<file path="src/rtl/memc3_seq_pkg.sv">
// Shared types and helpers for the MEMC3 ready sequencer: FSM states, fault codes
// and counter sizing.
package memc3_seq_pkg;

   typedef enum logic [2:0] {
      ST_RESET      = 3'd0,
      ST_WAIT_LOCK  = 3'd1,
      ST_WAIT_CALIB = 3'd2,
      ST_SETTLE     = 3'd3,
      ST_READY      = 3'd4,
      ST_SOFT_RST   = 3'd5,
      ST_DEAD       = 3'd6
   } seq_state_e;

   localparam logic [1:0] FC_NONE    = 2'd0;
   localparam logic [1:0] FC_TIMEOUT = 2'd1;
   localparam logic [1:0] FC_LOCK    = 2'd2;
   localparam logic [1:0] FC_CALIB   = 2'd3;

   // Bits needed to hold 0..maxv.
   function automatic int cnt_w(input int maxv);
      return (maxv < 2) ? 1 : $clog2(maxv + 1);
   endfunction

   function automatic int max3(input int a, input int b, input int c);
      int m;
      m = (a > b) ? a : b;
      return (m > c) ? m : c;
   endfunction

endpackage

</file>
<file path="src/rtl/memc3_sync2.sv">
// Two-flop synchroniser into the clk0_bufg domain, clears to 0 on sys_rst.
module memc3_sync2 (
   input  logic clk0_bufg,
   input  logic sys_rst,
   input  logic d_i,
   output logic q_o
);

   logic [1:0] sync_q;

   always_ff @(posedge clk0_bufg or posedge sys_rst) begin
      if (sys_rst) sync_q <= 2'b00;
      else         sync_q <= {sync_q[0], d_i};
   end

   assign q_o = sync_q[1];

endmodule

</file>
<file path="src/rtl/memc3_ready_sequencer.sv">
// Application reset / ready sequencer with fault detection and bounded soft-reset retries.
// Optional status counters (lock_loss_cnt, calib_cycles) are built when MEMC3_SEQ_STATUS_EN is defined.
module memc3_ready_sequencer
   import memc3_seq_pkg::*;
#(
   parameter int CALIB_TIMEOUT   = 1048576,
   parameter int LOCK_DEBOUNCE   = 16,
   parameter int RDY_DELAY       = 8,
   parameter int SOFT_RST_CYCLES = 32,
   parameter int MAX_RETRIES     = 3
) (
   input  logic        clk0_bufg,
   input  logic        sys_rst,
   input  logic        rst0,
   input  logic        pll_lock,
   input  logic        calib_done,
   output logic        app_rst,
   output logic        app_ready,
   output logic        mcb_soft_rst,
   output logic        fault,
   output logic [1:0]  fault_code,
   output logic [3:0]  retry_cnt,
   output logic [7:0]  lock_loss_cnt,
   output logic [19:0] calib_cycles
);

   localparam int CNT_W = cnt_w(max3(CALIB_TIMEOUT, RDY_DELAY, SOFT_RST_CYCLES));
   localparam int DBC_W = cnt_w(LOCK_DEBOUNCE);
   localparam logic [CNT_W-1:0] TMO       = CNT_W'(CALIB_TIMEOUT);
   localparam logic [CNT_W-1:0] RDY_LAST  = CNT_W'(RDY_DELAY - 1);
   localparam logic [CNT_W-1:0] SRST_LAST = CNT_W'(SOFT_RST_CYCLES - 1);
   localparam logic [DBC_W-1:0] DBC_MAX   = DBC_W'(LOCK_DEBOUNCE);
   localparam logic [3:0]       MAX_R     = 4'(MAX_RETRIES);

   logic lock_s, calib_s;

   memc3_sync2 u_sync_lock  (.clk0_bufg(clk0_bufg), .sys_rst(sys_rst), .d_i(pll_lock),   .q_o(lock_s));
   memc3_sync2 u_sync_calib (.clk0_bufg(clk0_bufg), .sys_rst(sys_rst), .d_i(calib_done), .q_o(calib_s));

   seq_state_e       state_q, state_d;
   logic [CNT_W-1:0] cnt_q, cnt_d;
   logic [DBC_W-1:0] dbc_q, dbc_d;
   logic [1:0]       fc_q, fc_d;
   logic [3:0]       retry_q, retry_d;
   logic             app_rst_q, app_ready_q, soft_q, fault_q;
   logic             fault_take;
   logic [1:0]       fault_cause;

   always_comb begin
      state_d     = state_q;
      fc_d        = fc_q;
      retry_d     = retry_q;
      fault_take  = 1'b0;
      fault_cause = FC_NONE;
      case (state_q)
         ST_RESET:      if (!rst0) state_d = ST_WAIT_LOCK;
         ST_WAIT_LOCK:  if (lock_s) state_d = ST_WAIT_CALIB;
         ST_WAIT_CALIB: begin
            // Timeout wins over a calibration that completes on the same cycle.
            if (cnt_q == TMO) begin
               fault_take  = 1'b1;
               fault_cause = FC_TIMEOUT;
            end else if (calib_s) state_d = ST_SETTLE;
         end
         ST_SETTLE:     if (cnt_q == RDY_LAST) state_d = ST_SETTLE == state_q ? ST_READY : state_q;
         ST_READY: begin
            if (dbc_q == DBC_MAX) begin
               fault_take  = 1'b1;
               fault_cause = FC_LOCK;
            end else if (!calib_s) begin
               fault_take  = 1'b1;
               fault_cause = FC_CALIB;
            end
         end
         ST_SOFT_RST:   if (cnt_q == SRST_LAST) state_d = ST_WAIT_LOCK;
         ST_DEAD:       state_d = ST_DEAD;
         default:       state_d = ST_RESET;
      endcase
      if (fault_take) begin
         fc_d = fault_cause;
         if (retry_q < MAX_R) begin
            retry_d = retry_q + 4'd1;
            state_d = ST_SOFT_RST;
         end else begin
            state_d = ST_DEAD;
         end
      end
      // Controller reset overrides everything except a dead block; history is kept.
      if (rst0 && state_q != ST_DEAD) begin
         state_d = ST_RESET;
         fc_d    = fc_q;
         retry_d = retry_q;
      end
   end

   // One phase counter serves timeout, settle and soft-reset timing; it restarts on every state change.
   assign cnt_d = (state_d != state_q) ? '0 : ((&cnt_q) ? cnt_q : cnt_q + 1'b1);
   assign dbc_d = (state_q == ST_READY && !lock_s) ?
                  ((dbc_q == DBC_MAX) ? dbc_q : dbc_q + 1'b1) : '0;

   always_ff @(posedge clk0_bufg or posedge sys_rst) begin
      if (sys_rst) begin
         state_q     <= ST_RESET;
         cnt_q       <= '0;
         dbc_q       <= '0;
         fc_q        <= FC_NONE;
         retry_q     <= 4'd0;
         app_rst_q   <= 1'b1;
         app_ready_q <= 1'b0;
         soft_q      <= 1'b0;
         fault_q     <= 1'b0;
      end else begin
         state_q     <= state_d;
         cnt_q       <= cnt_d;
         dbc_q       <= dbc_d;
         fc_q        <= fc_d;
         retry_q     <= retry_d;
         app_rst_q   <= (state_d != ST_READY);
         app_ready_q <= (state_d == ST_READY);
         soft_q      <= (state_d == ST_SOFT_RST);
         fault_q     <= (state_d == ST_DEAD);
      end
   end

   assign app_rst      = app_rst_q;
   assign app_ready    = app_ready_q;
   assign mcb_soft_rst = soft_q;
   assign fault        = fault_q;
   assign fault_code   = fc_q;
   assign retry_cnt    = retry_q;

`ifdef MEMC3_SEQ_STATUS_EN
   logic [7:0]  llc_q;
   logic [19:0] ccy_q;
   logic        lock_evt;

   assign lock_evt = (state_q == ST_READY) && (dbc_q == DBC_MAX) && !rst0;

   always_ff @(posedge clk0_bufg or posedge sys_rst) begin
      if (sys_rst) begin
         llc_q <= 8'd0;
         ccy_q <= 20'd0;
      end else begin
         if (lock_evt && llc_q != 8'hFF) llc_q <= llc_q + 8'd1;
         if (state_q == ST_WAIT_CALIB && state_d == ST_SETTLE) ccy_q <= 20'(cnt_q);
      end
   end

   assign lock_loss_cnt = llc_q;
   assign calib_cycles  = ccy_q;
`else
   assign lock_loss_cnt = 8'd0;
   assign calib_cycles  = 20'd0;
`endif

endmodule
</file>
<file path="config.mk">
export PLATFORM = sky130hd
export DESIGN_NAME = memc3_ready_sequencer
export DESIGN_NICKNAME = d
export VERILOG_FILES = /design/src/rtl/memc3_seq_pkg.sv /design/src/rtl/memc3_sync2.sv /design/src/rtl/memc3_ready_sequencer.sv
export SDC_FILE = /design/constraint.sdc
export NUM_CORES = 1
export LEC_CHECK = 0
export CAP_MARGIN = 40
export CORE_ASPECT_RATIO = 2
export CORE_MARGIN = 2
export CORE_UTILIZATION = 55
export DETAILED_ROUTE_END_ITERATION = 8
export PLACE_DENSITY_LB_ADDON = 0.05
export SLEW_MARGIN = 0
export SYNTH_ARGS = -nofsm -noshare
export SYNTH_HDL_FRONTEND = slang
export SYNTH_SLANG_ARGS = --single-unit
</file>
<file path="constraint.sdc">
create_clock -name clk0_bufg -period 7.5 [get_ports clk0_bufg]
set_input_delay 1.5 -clock clk0_bufg [delete_from_list [all_inputs] [get_ports clk0_bufg]]
set_output_delay 1.5 -clock clk0_bufg [all_outputs]
set_load 0.02 [all_outputs]
</file>
== After elaboration in Yosys (flattened, before gate mapping) ==
Cells that the tools add are included.
Word-level totals
  flip-flop bits (word level): 43
  output and inout port bits: 38
  input bits: 5
Cells by class
  eq/ne operators: 19
  reductions and logical operators: 7
  add/subtract/negate cells: 3
  magnitude comparators: 1
  bitwise operators: 1
  muxes and demuxes: 23
Operator list (number)
  2-to-1 mux 21 bit: 2
  2-to-1 mux 3 bit: 9
  adder 21 x 1 -> 21 bit (second input constant): 1
  equality test 21 bit (second input constant): 1
  equality test 21 x 3 -> 1 bit (second input constant): 1
  equality test 21 x 5 -> 1 bit (second input constant): 1
  one-hot mux 3 bit (7 select lines): 1
  AND reduction 21 bit: 1
  equality test 3 bit (second input constant): 6
  2-to-1 mux 5 bit: 2
  equality test 3 x 2 -> 1 bit (second input constant): 2
  2-to-1 mux 2 bit: 3
  != test 3 bit (second input constant): 2
  adder 5 x 1 -> 5 bit (second input constant): 1
  equality test 5 bit (second input constant): 1
  adder 4 x 1 -> 4 bit (second input constant): 1
  less-than comparator 4 x 2 -> 1 bit (second input constant): 1
  2-to-1 mux 1 bit: 4
  != test 2 bit (second input constant): 2
  one-hot mux 2 bit (2 select lines): 1
  equality test 2 x 3 -> 1 bit (first input constant): 1
  equality test 3 x 1 -> 1 bit (second input constant): 1
  zero test 3 bit: 1
  != test 3 bit: 1
  6 further kinds: 7

== Logic depth before layout (Yosys ltp) ==
Gate-level depths: netlist (run 1).
  word-level depth: 8
  depth in mapped cells: 11
  depth with buffers taken out: 10

== Cells and area by module ==
From an unflattened synthesis (run 1), not the netlist that was laid out.
Unflattened totals
  cells, all modules: 293
  area, all modules: 2716.4 sq um
By module, submodules not included
  memc3_ready_sequencer: seq. area each 977.2 sq um, area an instance 2608.8 sq um, cells an instance 287, times used 1
  memc3_sync2: seq. area each 50.0 sq um, area an instance 53.8 sq um, cells an instance 3, times used 2

== Worst setup path before layout (run 1) ==
OpenSTA, ideal clock, no wires.
  path kind: input to register
  start point: in rst0
  end point: reg cnt_q[10]
  slack: 4644 ps
  arrival time: 2737 ps
  data required time: 7381 ps
  stages on the path: 8
  path through: nor3_1 > nor3_1 > a311oi_1 > a311oi_2 > o2bb2ai_2 > xor2_2 > buf_6 > nor3_1
Between the ends
  cells in the longest elaborated chain, start to end: 6
RTL lines
  start, declared: RTL line memc3_ready_sequencer.sv:14  | input logic rst0,
  2-to-1 mux 3 bit: RTL line memc3_ready_sequencer.sv:56  | ST_RESET: if (!rst0) state_d = ST_WAIT_LOCK;
  one-hot mux 3 bit (7 select lines): RTL line memc3_ready_sequencer.sv:55  | case (state_q)
  2-to-1 mux 3 bit: RTL line memc3_ready_sequencer.sv:79  | if (fault_take) begin
  2-to-1 mux 3 bit *: RTL line memc3_ready_sequencer.sv:89  | if (rst0 && state_q != ST_DEAD) begin
  named net state_d[0]: RTL line memc3_ready_sequencer.sv:40  | seq_state_e state_q, state_d;
  != test 3 bit *: RTL line memc3_ready_sequencer.sv:97  | assign cnt_d = (state_d != state_q) ? '0 : ((&cnt_q) ? cnt_q : cnt_q + 1'b1);
  != test 2 bit (no source line) or 2-to-1 mux 21 bit (tied branches)
  end signal, assigned: RTL line memc3_ready_sequencer.sv:114  | cnt_q <= cnt_d;
  end, declared: RTL line memc3_ready_sequencer.sv:41  | logic [CNT_W-1:0] cnt_q, cnt_d;
Mark *: on every way through the listed nets, which the timed path passes. The rest lies on a longest branch.
A chain may end at the register's enable or synchronous reset.

== Worst setup path in the final report (run 1) ==
  start point: in rst0
  end point: reg cnt_q[8]
The elaborated chain is that of the path after synthesis.

==> summary.txt, run 1 <==
Status
  – Outcome: finished, final reports clean

Synth
  – Synth cell types: 59
  – Ys async rst share: 100%
  – Mapped Cells: 284
  – Post-Synth Adder-Cell Area: 2.31%
  – Synth Cell Area: 2710 um^2
  – Post-synthesis register bit count: 43
  – Predominant post-synthesis flop cell: dfrtp_1
  – Main combinational cell family by area after synthesis: simple AND/OR/NAND/NOR gates
  – Syn Area/Cell: 9.54 um^2
  – Post-synthesis mux area share: 2.03%
  – Simple-gate share of the synthesized area: 28.5%
  – XOR/XNOR share of the synthesized area: 8.04%
  – Synth Area in Compound Gates: 6.93%
  – Number of flops mapped to enable cells by yosys: 0
  – Syn. warnings: 0
  – Sequential element share of the synthesized area: 39.8%

Final layout
  – Design Area, Final: 2840 um^2
  – Fraction of layout cells with a size suffix above 1: 12.1%
  – Most frequent cells in the layout: dfrtp_1, nand2_1, nor3_1, conb_1
  – Most common cell after layout, fill and taps aside: dfrtp_1
  – NumNets Final: 306
  – Diodes inserted: 0
  – Post-Layout Cell Count: 354
  – Final Core Density: 58.9%
  – Area Overhead vs Synth: 4.85%

STA
  – Slew headroom: 48.4%
  – Fmax: 289 MHz
  – Min Tclk post-route: 3460 ps
  – Worst setup margin: 4040 ps
  – Fin. Hold Viols: 0
  – Setup TNS: 0 ps
  – Slew @ Worst Pin: 768 ps
  – Slew Limit Fails: 0
  – RSZ-0062 raised after global routing: false
  – Final setup fails: 0
  – Min Hold Slack: 346 ps
  – Clock Skews: 4.92 ps
  – Final period utilization: 46.1%

Clocking
  – Clk Latency, worst-skew pair: 290 ps
  – Clock tree buffer depth: 2
  – CTS tree: built
  – Total CTS buffers: 5
  – # resized after CTS: 0
  – CTS root buf: clkbuf_8
  – Clock sinks: 43
  – H-tree levels: 2
  – CTS Hold Bufs: 0
  – Clock transition at path regs: 80 ps
  – Post-CTS setup repair buffer count: 0

Place
  – GPL Wtd Cong: 0.903
  – Post-DP HPWL: 4.00 mm
  – Input/output buffers: 14
  – Cell Area, Placed: 2750 um^2
  – Cell total after placement: 346
  – Pre-CTS setup slack: 3730 ps

Die
  – Core area: 4820 um^2
  – Starting Density: 56.2%
  – Num ports: 43
  – Chip height: 103 um
  – Die X-Extent: 53.6 um
  – Row count: 36
  – Full die area: 5540 um^2

Worst setup path
  – CP Data Arrival Time: 3650 ps
  – Critical path class: input pin to flip-flop
  – Worst endpoint required time: 7690 ps
  – Critical path peak fanout: 18
  – CP endpoint kind: flip-flop
  – Startpoint class of the critical path: input pin

Global routing
  – Congestion Overflow GR: 0
  – Largest net degree at the start of global routing: 44
  – GRT Total Usage: 22.2%
  – First-pass GRT wire length: 8.96 mm
  – Initial antenna violation count: 0
  – Vias in the first global route: 1,932

Drt
  – Max layer used: met4
  – Post-route DRC: 0
  – DR WL met3: 121 um
  – Routed WL: 5.37 mm
  – Met1 WL: 1.94 mm
  – Via/cell ratio: 5.47
  – Starting DRT DRC Count: 27
  – Routed vias: 1,937
  – Mean routed wirelength per cell: 15.2 um
  – Met2 wire length: 3.16 mm
  – Antenna Violating Nets Remaining: 0
  – Initial DRT Pass Iterations: 4

Power and ir drop
  – Leak Pwr: 1.24 nW
  – VDD IR max: 0.146 mV
  – Power Density: 227 nW/um^2
  – Tot Pwr: 646 uW

Job
  – Max Cap Viol: 0

Hold path
  – Worst Hold Class: flip-flop to flip-flop
-- flip-flops by register name (all words and copies together), names as in the netlist --
register	cells
cnt_q	21
fault	1
u_sync_calib.sync_q	2
fault_code	2
u_sync_lock.sync_q	2
app_ready	1
retry_cnt	4
state_q	3
dbc_q	5
mcb_soft_rst	1
app_rst	1
-- area by class of cell --
cell class	instances	area, um^2
Clock buffer	7	86.3
Clock inverter	1	5.00
Fill cell	449	1980
Inverter	9	33.8
Multi-Input combinational cell	220	1400
Sequential cell	43	1080
Tap cell	57	71.3
Timing Repair Buffer	17	166
-- logic make-up after synthesis --
kind of cell | count (synthesis)
simple gates | 135
buf+inv | 48
flops | 43
compound gates | 24
xor+xnor | 24
fa+ha+maj | 5
mux | 4
other cells | 1
-- synth_stat cells, drive strengths merged (4+ instances only) --
cell | count | area [um^2]
nor3 | 29 | 150
xnor2 | 14 | 123
or4 | 4 | 41.3
buf | 36 | 279
nand4 | 5 | 31.3
o21ai | 5 | 25.0
xor2 | 10 | 95.1
inv | 9 | 33.8
a21oi | 4 | 20.0
nand3 | 11 | 55.1
nor4 | 7 | 88.8
and3 | 5 | 33.8
nor3b | 4 | 35.0
nand2b | 4 | 25.0
nor2 | 14 | 52.6
nand2 | 36 | 135
dfrtp | 42 | 1050
ha | 5 | 62.6
-- final timing paths --
path | from | endpoint | slack, ps | cells after the start
max in group asynchronous | sys_rst | retry_cnt[1]$_DFFE_PP0P_ | 5470 | 3
min in group asynchronous | sys_rst | state_q[1]$_DFF_PP0_ | 1650 | 3
worst max register to register | cnt_q[11]$_DFFE_PP0P_ | cnt_q[8]$_DFFE_PP0P_ | 4540 | 8
worst min register to register | u_sync_lock.sync_q[0]$_DFF_PP0_ | u_sync_lock.sync_q[1]$_DFF_PP0_ | 350 | 0
worst min-delay path | u_sync_lock.sync_q[0]$_DFF_PP0_ | u_sync_lock.sync_q[1]$_DFF_PP0_ | 350 | 0
worst max-delay path | rst0 | cnt_q[8]$_DFFE_PP0P_ | 4040 | 9
-- power breakdown --
group | internal (mW) | total, mW | switching [mW]
clock | 0.0743 | 0.151 | 0.0763
combinational | 0.0797 | 0.214 | 0.134
sequential | 0.248 | 0.282 | 0.0332
-- worst max-delay path, cell delays in order --
cell	delay [ps]
clkdlybuf4s50_1	530
nor3_1	260
nor3_1	70
a311oi_1	320
a311oi_2	70
o2bb2ai_2	260
xor2_2	160
buf_6	200
nor4bb_1	270
-- per-layer routing --
metal | track usage, % | vias to the layer above
li1 | - | 950
met1 | 23.0 | 937
met2 | 42.2 | 37
met3 | 3.02 | 13
met4 | 9.47 | 0
met5 | 0 | -
Power figures use the tool's default switching activity.
==> run 2, diff against run 1 <==
CORE_UTILIZATION = 49   (was 55)
clock period = 2.8 ns   (was 7.5 ns; I/O delays follow)
==> summary.txt, run 2 (synthesis gave the netlist of run 1 again) <==
Die
  – Num ports: 43 (unchanged)
  – Die X-Extent: 56.6 um (was 53.6 um)
  – Row count: 38 (was 36)
  – Starting Density: 50.4% (was 56.2%)
  – Full die area: 6180 um^2 (was 5540 um^2)
  – Core area: 5370 um^2 (was 4820 um^2)
  – Chip height: 109 um (was 103 um)

Power and ir drop
  – Power Density: 602 nW/um^2 (was 227 nW/um^2)
  – Cell-internal power: 1.19 mW (was 402 uW)
  – Seq pwr share: 38.5% (was 43.6%)
  – Clock power share: 23.3% (about the same)
  – Switching part of the total power: 37.5% (was 37.7%)
  – Power share of the combinational group: 38.1% (was 33.1%)
  – P_sw: 715 uW (was 244 uW)
  – Leak Pwr: 1.44 nW (was 1.24 nW)
  – VDD IR max: 0.523 mV (was 0.146 mV)

Global routing
  – GRT Total Usage: 21.8% (was 22.2%)
  – Congestion Overflow GR: 0 (unchanged)
  – First-pass GRT wire length: 10.1 mm (was 8.96 mm)
  – Initial antenna violation count: 0 (unchanged)
  – Largest net degree at the start of global routing: 24 (was 44)
  – Vias in the first global route: 2,080 (was 1,932)

STA
  – Final period utilization: 96.8%
  – Final setup fails: 0 (unchanged)
  – Min Hold Slack: 354 ps (was 346 ps)
  – Setup TNS: 0 ps (unchanged)
  – Min Tclk post-route: 2710 ps
  – Fmax: 369 MHz
  – Slew Limit Fails: 0 (unchanged)
  – Fin. Hold Viols: 0 (unchanged)
  – Clock Skews: 6.02 ps (was 4.92 ps)
  – RSZ-0062 raised after global routing: false (unchanged)

Final layout
  – Most frequent cells in the layout: dfrtp_1, nand2_1, buf_4 (was dfrtp_1, nand2_1, nor3_1, conb_1)
  – Area Overhead vs Synth: 17.1% (was 4.85%)
  – Final Core Density: 59.0% (was 58.9%)
  – Register with the most flip-flops: cnt_q (unchanged)
  – NumNets Final: 341 (was 306)
  – Fraction of layout cells with a size suffix above 1: 22.6% (was 12.1%)
  – Most common cell after layout, fill and taps aside: dfrtp_1 (unchanged)
  – Max FFs per register: 21 (unchanged)
  – Diodes inserted: 0 (unchanged)
  – Design Area, Final: 3170 um^2 (was 2840 um^2)
  – Post-Layout Cell Count: 392 (was 354)

Drt
  – Initial DRT Pass Iterations: 4 (unchanged)
  – Antenna Violating Nets Remaining: 0 (unchanged)
  – Starting DRT DRC Count: 48 (was 27)
  – Via/cell ratio: 5.31 (was 5.47)
  – Post-route DRC: 0 (unchanged)
  – Routed vias: 2,080 (was 1,937)
  – Mean routed wirelength per cell: 15.7 um (was 15.2 um)
  – Routed WL: 6.16 mm (was 5.37 mm)

Clocking
  – CTS root buf: clkbuf_8 (unchanged)
  – H-tree levels: 2 (unchanged)
  – Clk Latency, worst-skew pair: 310 ps (was 290 ps)
  – Clock transition at path regs: 80 ps (about the same)
  – CTS Hold Bufs: 0 (unchanged)
  – Total CTS buffers: 5 (unchanged)
  – CTS tree: built (unchanged)
  – Clock sinks: 43 (unchanged)
  – Clock tree buffer depth: 2 (unchanged)

Place
  – Post-DP HPWL: 4.80 mm (was 4.00 mm)
  – Cell total after placement: 383 (was 346)
  – GPL Wtd Cong: 0.883 (was 0.903)
  – Input/output buffers: 14 (unchanged)
  – Cell Area, Placed: 3020 um^2 (was 2750 um^2)

Worst setup path
  – Critical path class: flip-flop to flip-flop (was input pin to flip-flop)
  – Critical path peak fanout: 21 (was 18)
  – CP endpoint kind: flip-flop (unchanged)
  – Startpoint class of the critical path: flip-flop (was input pin)
  – Worst endpoint required time: 3010 ps (was 7690 ps)
  – CP Data Arrival Time: 2920 ps (was 3650 ps)
  – R2R setup slack: 90 ps (was 4540 ps)

Job
  – Max Cap Viol: 0 (unchanged)

Hold path
  – Worst Hold Class: flip-flop to flip-flop (unchanged)

Status
  – Outcome: finished, final reports clean (unchanged)
==> run 2: what timing repair did <==
item                                    4_1_cts  5_1_grt
endpoints found under the setup margin       12        3
hold endpoints to repair                      0        0
pin swaps                                     0        1
resized for setup                             2        4
setup buffers                                 0        1
==> run 2: path summary, 6_finish.rpt <==
path / to / startpoint / cells past startpoint
max: cnt_q[8]$_DFFE_PP0P_ / cnt_q[8]$_DFFE_PP0P_ / 8
min: u_sync_lock.sync_q[1]$_DFF_PP0_ / u_sync_lock.sync_q[0]$_DFF_PP0_ / 0
max reg2reg: cnt_q[8]$_DFFE_PP0P_ / cnt_q[8]$_DFFE_PP0P_ / 8
min reg2reg: u_sync_lock.sync_q[1]$_DFF_PP0_ / u_sync_lock.sync_q[0]$_DFF_PP0_ / 0
max in group asynchronous: app_rst$_DFF_PP1_ / sys_rst / 3
min in group asynchronous: cnt_q[8]$_DFFE_PP0P_ / sys_rst / 3
==> run 2: power by group through the flow <==
stage	Combinational, mW	Clock [mW]	Sequential (mW)
floorplan	0.561	0	0.732
global placement	0.673	0	0.742
detailed placement	0.719	0	0.743
CTS	0.733	0.455	0.736
global route	0.801	0.474	0.745
finish	0.728	0.446	0.736
==> run 2: metal layers <==
layer	share of wire, %	up-vias	GRT usage (%)
li1	-	1026	-
met1	35	1025	20.8
met2	61	20	43.4
met3	1.9	9	3.56
met4	2.2	0	9.86
met5	0	-	0
==> run 2: cell type report <==
type                    count  area [um^2]
clock buffers               8          100
fillers                   500         2200
inverters                   9         33.8
multi-input cells         220         1440
flip-flops and latches     43         1080
well taps                  60         75.1
repair buffers             52          445
==> run 2: per-stage QoR <==
stage / power (mW) / worst slack, ps
after floorplan: 1.29 / 288
after global placement: 1.41 / -316
after detailed placement: 1.46 / -64.6
after CTS: 1.92 / 74.8
after global routing: 2.02 / 0.887
final: 1.91 / 90.0
==> run 2: critical path, stage by stage (launching register included) <==
cell      delay (ps)
dfrtp_2          460
or4_4            580
nor4_4           360
buf_4            170
nand4_1           90
and3_1           180
or3_1            340
buf_4            220
nor4bb_2         190
==> run 3, diff against run 2 <==
CAP_MARGIN = unset   (was 40)
==> summary.txt, run 3 (synthesis gave the netlist of run 1 again) <==
Worst setup path
  – R2r endpoint: cnt_q[8]$_DFFE_PP0P_ (unchanged)
  – FF-to-FF Start: cnt_q[8]$_DFFE_PP0P_ (unchanged)
  – Startpoint class of the critical path: flip-flop (unchanged)
  – CP Data Arrival Time: 2920 ps (about the same)
  – Crit-path slowest cell: or4_1 (was or4_4)
  – Critical path endpoint: cnt_q[8]$_DFFE_PP0P_ (unchanged)
  – R2R setup slack: 90 ps (about the same)
  – Critical Path Start: cnt_q[8]$_DFFE_PP0P_ (unchanged)
  – Max incr delay on CP: 560 ps (was 580 ps)
  – Critical path peak fanout: 11 (was 21)
  – Worst path cell trace: nor4_2 > nand3_1 > or4_1 > a311oi_2 > o2bb2ai_2 > xor2_4 > nor4bb_1 (was or4_4 > nor4_4 > buf_4 > nand4_1 > and3_1 > or3_1 > buf_4 > nor4bb_2)
  – CP endpoint kind: flip-flop (unchanged)
  – Critical path class: flip-flop to flip-flop (unchanged)
  – Worst endpoint required time: 3010 ps (about the same)
  – Reg2reg path depth: 7 (was 8)

Global routing
  – GRT Total Usage: 22.1% (was 21.8%)
  – Congestion Overflow GR: 0 (unchanged)
  – Largest net degree at the start of global routing: 24 (unchanged)
  – Vias in the first global route: 2,142 (was 2,080)
  – Initial antenna violation count: 0 (unchanged)
  – First-pass GRT wire length: 10.2 mm (was 10.1 mm)

Die
  – Row count: 38 (unchanged)
  – Num ports: 43 (unchanged)
  – Chip height: 109 um (unchanged)
  – Starting Density: 50.4% (unchanged)
  – Die X-Extent: 56.6 um (unchanged)
  – Core area: 5370 um^2 (unchanged)
  – Full die area: 6180 um^2 (unchanged)

STA
  – RSZ-0062 raised after global routing: false (unchanged)
  – Slew Limit Fails: 0 (unchanged)
  – Final setup fails: 0 (unchanged)
  – Setup TNS: 0 ps (unchanged)
  – Fin. Hold Viols: 0 (unchanged)
  – Final period utilization: 96.8% (about the same)
  – Min Hold Slack: 349 ps (was 354 ps)
  – Clock Skews: 9.14 ps (was 6.02 ps)
  – Fmax: 369 MHz (about the same)
  – Min Tclk post-route: 2710 ps (about the same)

Place
  – Cell Area, Placed: 3010 um^2 (was 3020 um^2)
  – GPL Wtd Cong: 0.883 (unchanged)
  – Post-DP HPWL: 4.75 mm (was 4.80 mm)
  – Input/output buffers: 14 (unchanged)

Power and ir drop
  – Power Density: 595 nW/um^2 (was 602 nW/um^2)
  – Leak Pwr: 1.42 nW (was 1.44 nW)
  – VDD IR max: 0.449 mV (was 0.523 mV)

Final layout
  – Most frequent cells in the layout: dfrtp_1, nand2_1, buf_4 (unchanged)
  – Register with the most flip-flops: cnt_q (unchanged)
  – Max FFs per register: 21 (unchanged)
  – Area Overhead vs Synth: 15.8% (was 17.1%)
  – Design Area, Final: 3140 um^2 (was 3170 um^2)
  – Diodes inserted: 0 (unchanged)
  – Most common cell after layout, fill and taps aside: dfrtp_1 (unchanged)
  – Filler Cell Count: 537 (was 500)
  – Fraction of layout cells with a size suffix above 1: 21.5% (was 22.6%)
  – NumNets Final: 340 (was 341)

Drt
  – Starting DRT DRC Count: 25 (was 48)
  – Routed WL: 6.27 mm (was 6.16 mm)
  – Routed vias: 2,144 (was 2,080)
  – Via/cell ratio: 5.48 (was 5.31)
  – Post-route DRC: 0 (unchanged)
  – Initial DRT Pass Iterations: 4 (unchanged)
  – Antenna Violating Nets Remaining: 0 (unchanged)
  – Mean routed wirelength per cell: 16.0 um (was 15.7 um)

Clocking
  – Clk Latency, worst-skew pair: 310 ps (about the same)
  – CTS tree: built (unchanged)
  – Clock sinks: 43 (unchanged)
  – H-tree levels: 2 (unchanged)
  – Clock transition at path regs: 80 ps (about the same)
  – Clock tree buffer depth: 2 (unchanged)
  – Total CTS buffers: 5 (unchanged)
  – CTS root buf: clkbuf_8 (unchanged)

Hold path
  – Worst Hold Class: flip-flop to flip-flop (unchanged)
  – HP Start: u_sync_lock.sync_q[0]$_DFF_PP0_ (unchanged)

Job
  – Max Cap Viol: 0 (unchanged)

Status
  – Outcome: finished, final reports clean (unchanged)
==> run 3: per-stage QoR <==
stage / cells / utilization [%] / power (mW) / setup WS (ps)
floorplan: 311 / - / 1.29 / 288
global placement: 382 / 56.0 / 1.41 / -316
detailed placement: 382 / 56.0 / 1.42 / -375
CTS: 391 / 58.4 / 1.88 / 61.4
global route: 391 / 58.4 / 1.97 / 7.31
finish: 391 / 58.4 / 1.87 / 89.7
==> run 3: power breakdown <==
group | total (mW) | leakage, nW | internal [mW] | switching [mW]
clock network | 0.395 | 0.0422 | 0.175 | 0.220
registers | 0.746 | 0.570 | 0.667 | 0.0792
logic | 0.724 | 0.805 | 0.286 | 0.438
==> run 3: worst min path at each step <==
stage,endpoint,depth (start not counted)
finish,u_sync_lock.sync_q[1]$_DFF_PP0_,0
detailed placement,u_sync_calib.sync_q[1]$_DFF_PP0_,0
CTS,u_sync_calib.sync_q[1]$_DFF_PP0_,0
global route,u_sync_calib.sync_q[1]$_DFF_PP0_,0
floorplan,u_sync_calib.sync_q[1]$_DFF_PP0_,0
global placement,u_sync_lock.sync_q[1]$_DFF_PP0_,0
==> run 3: metal layers <==
layer	part of all wire [%]	wire length, um	GRT usage [%]
met5	0	0	0
met2	59	3730	43.2
met4	4.5	280	14.5
met1	34	2120	19.7
met3	2.3	145	3.80
==> run 3: timing repair <==
action	4_1_cts	5_1_grt
gates resized for setup	3	1
setup buffers	0	0
setup endpoints to repair	21	21
hold buffers	0	0
cloned	1	0
==> run 3: critical path, delay by kind of cell (launching register included) <==
family	cells	cell delay, ps
AO/OA/AOI/OAI	2	480
flip-flops	1	450
XOR/XNOR	1	250
AND/OR/NAND/NOR	4	1420
==> run 3: cell type report <==
class	instances	area [um^2]	area share [%]
Clock buffer	7	76.3	2.43
Clock inverter	1	5.00	0.160
Inverter	9	33.8	1.08
Multi-Input combinational cell	221	1450	46.1
Sequential cell	43	1080	34.4
Tap cell	60	75.1	2.39
Timing Repair Buffer	50	423	13.5
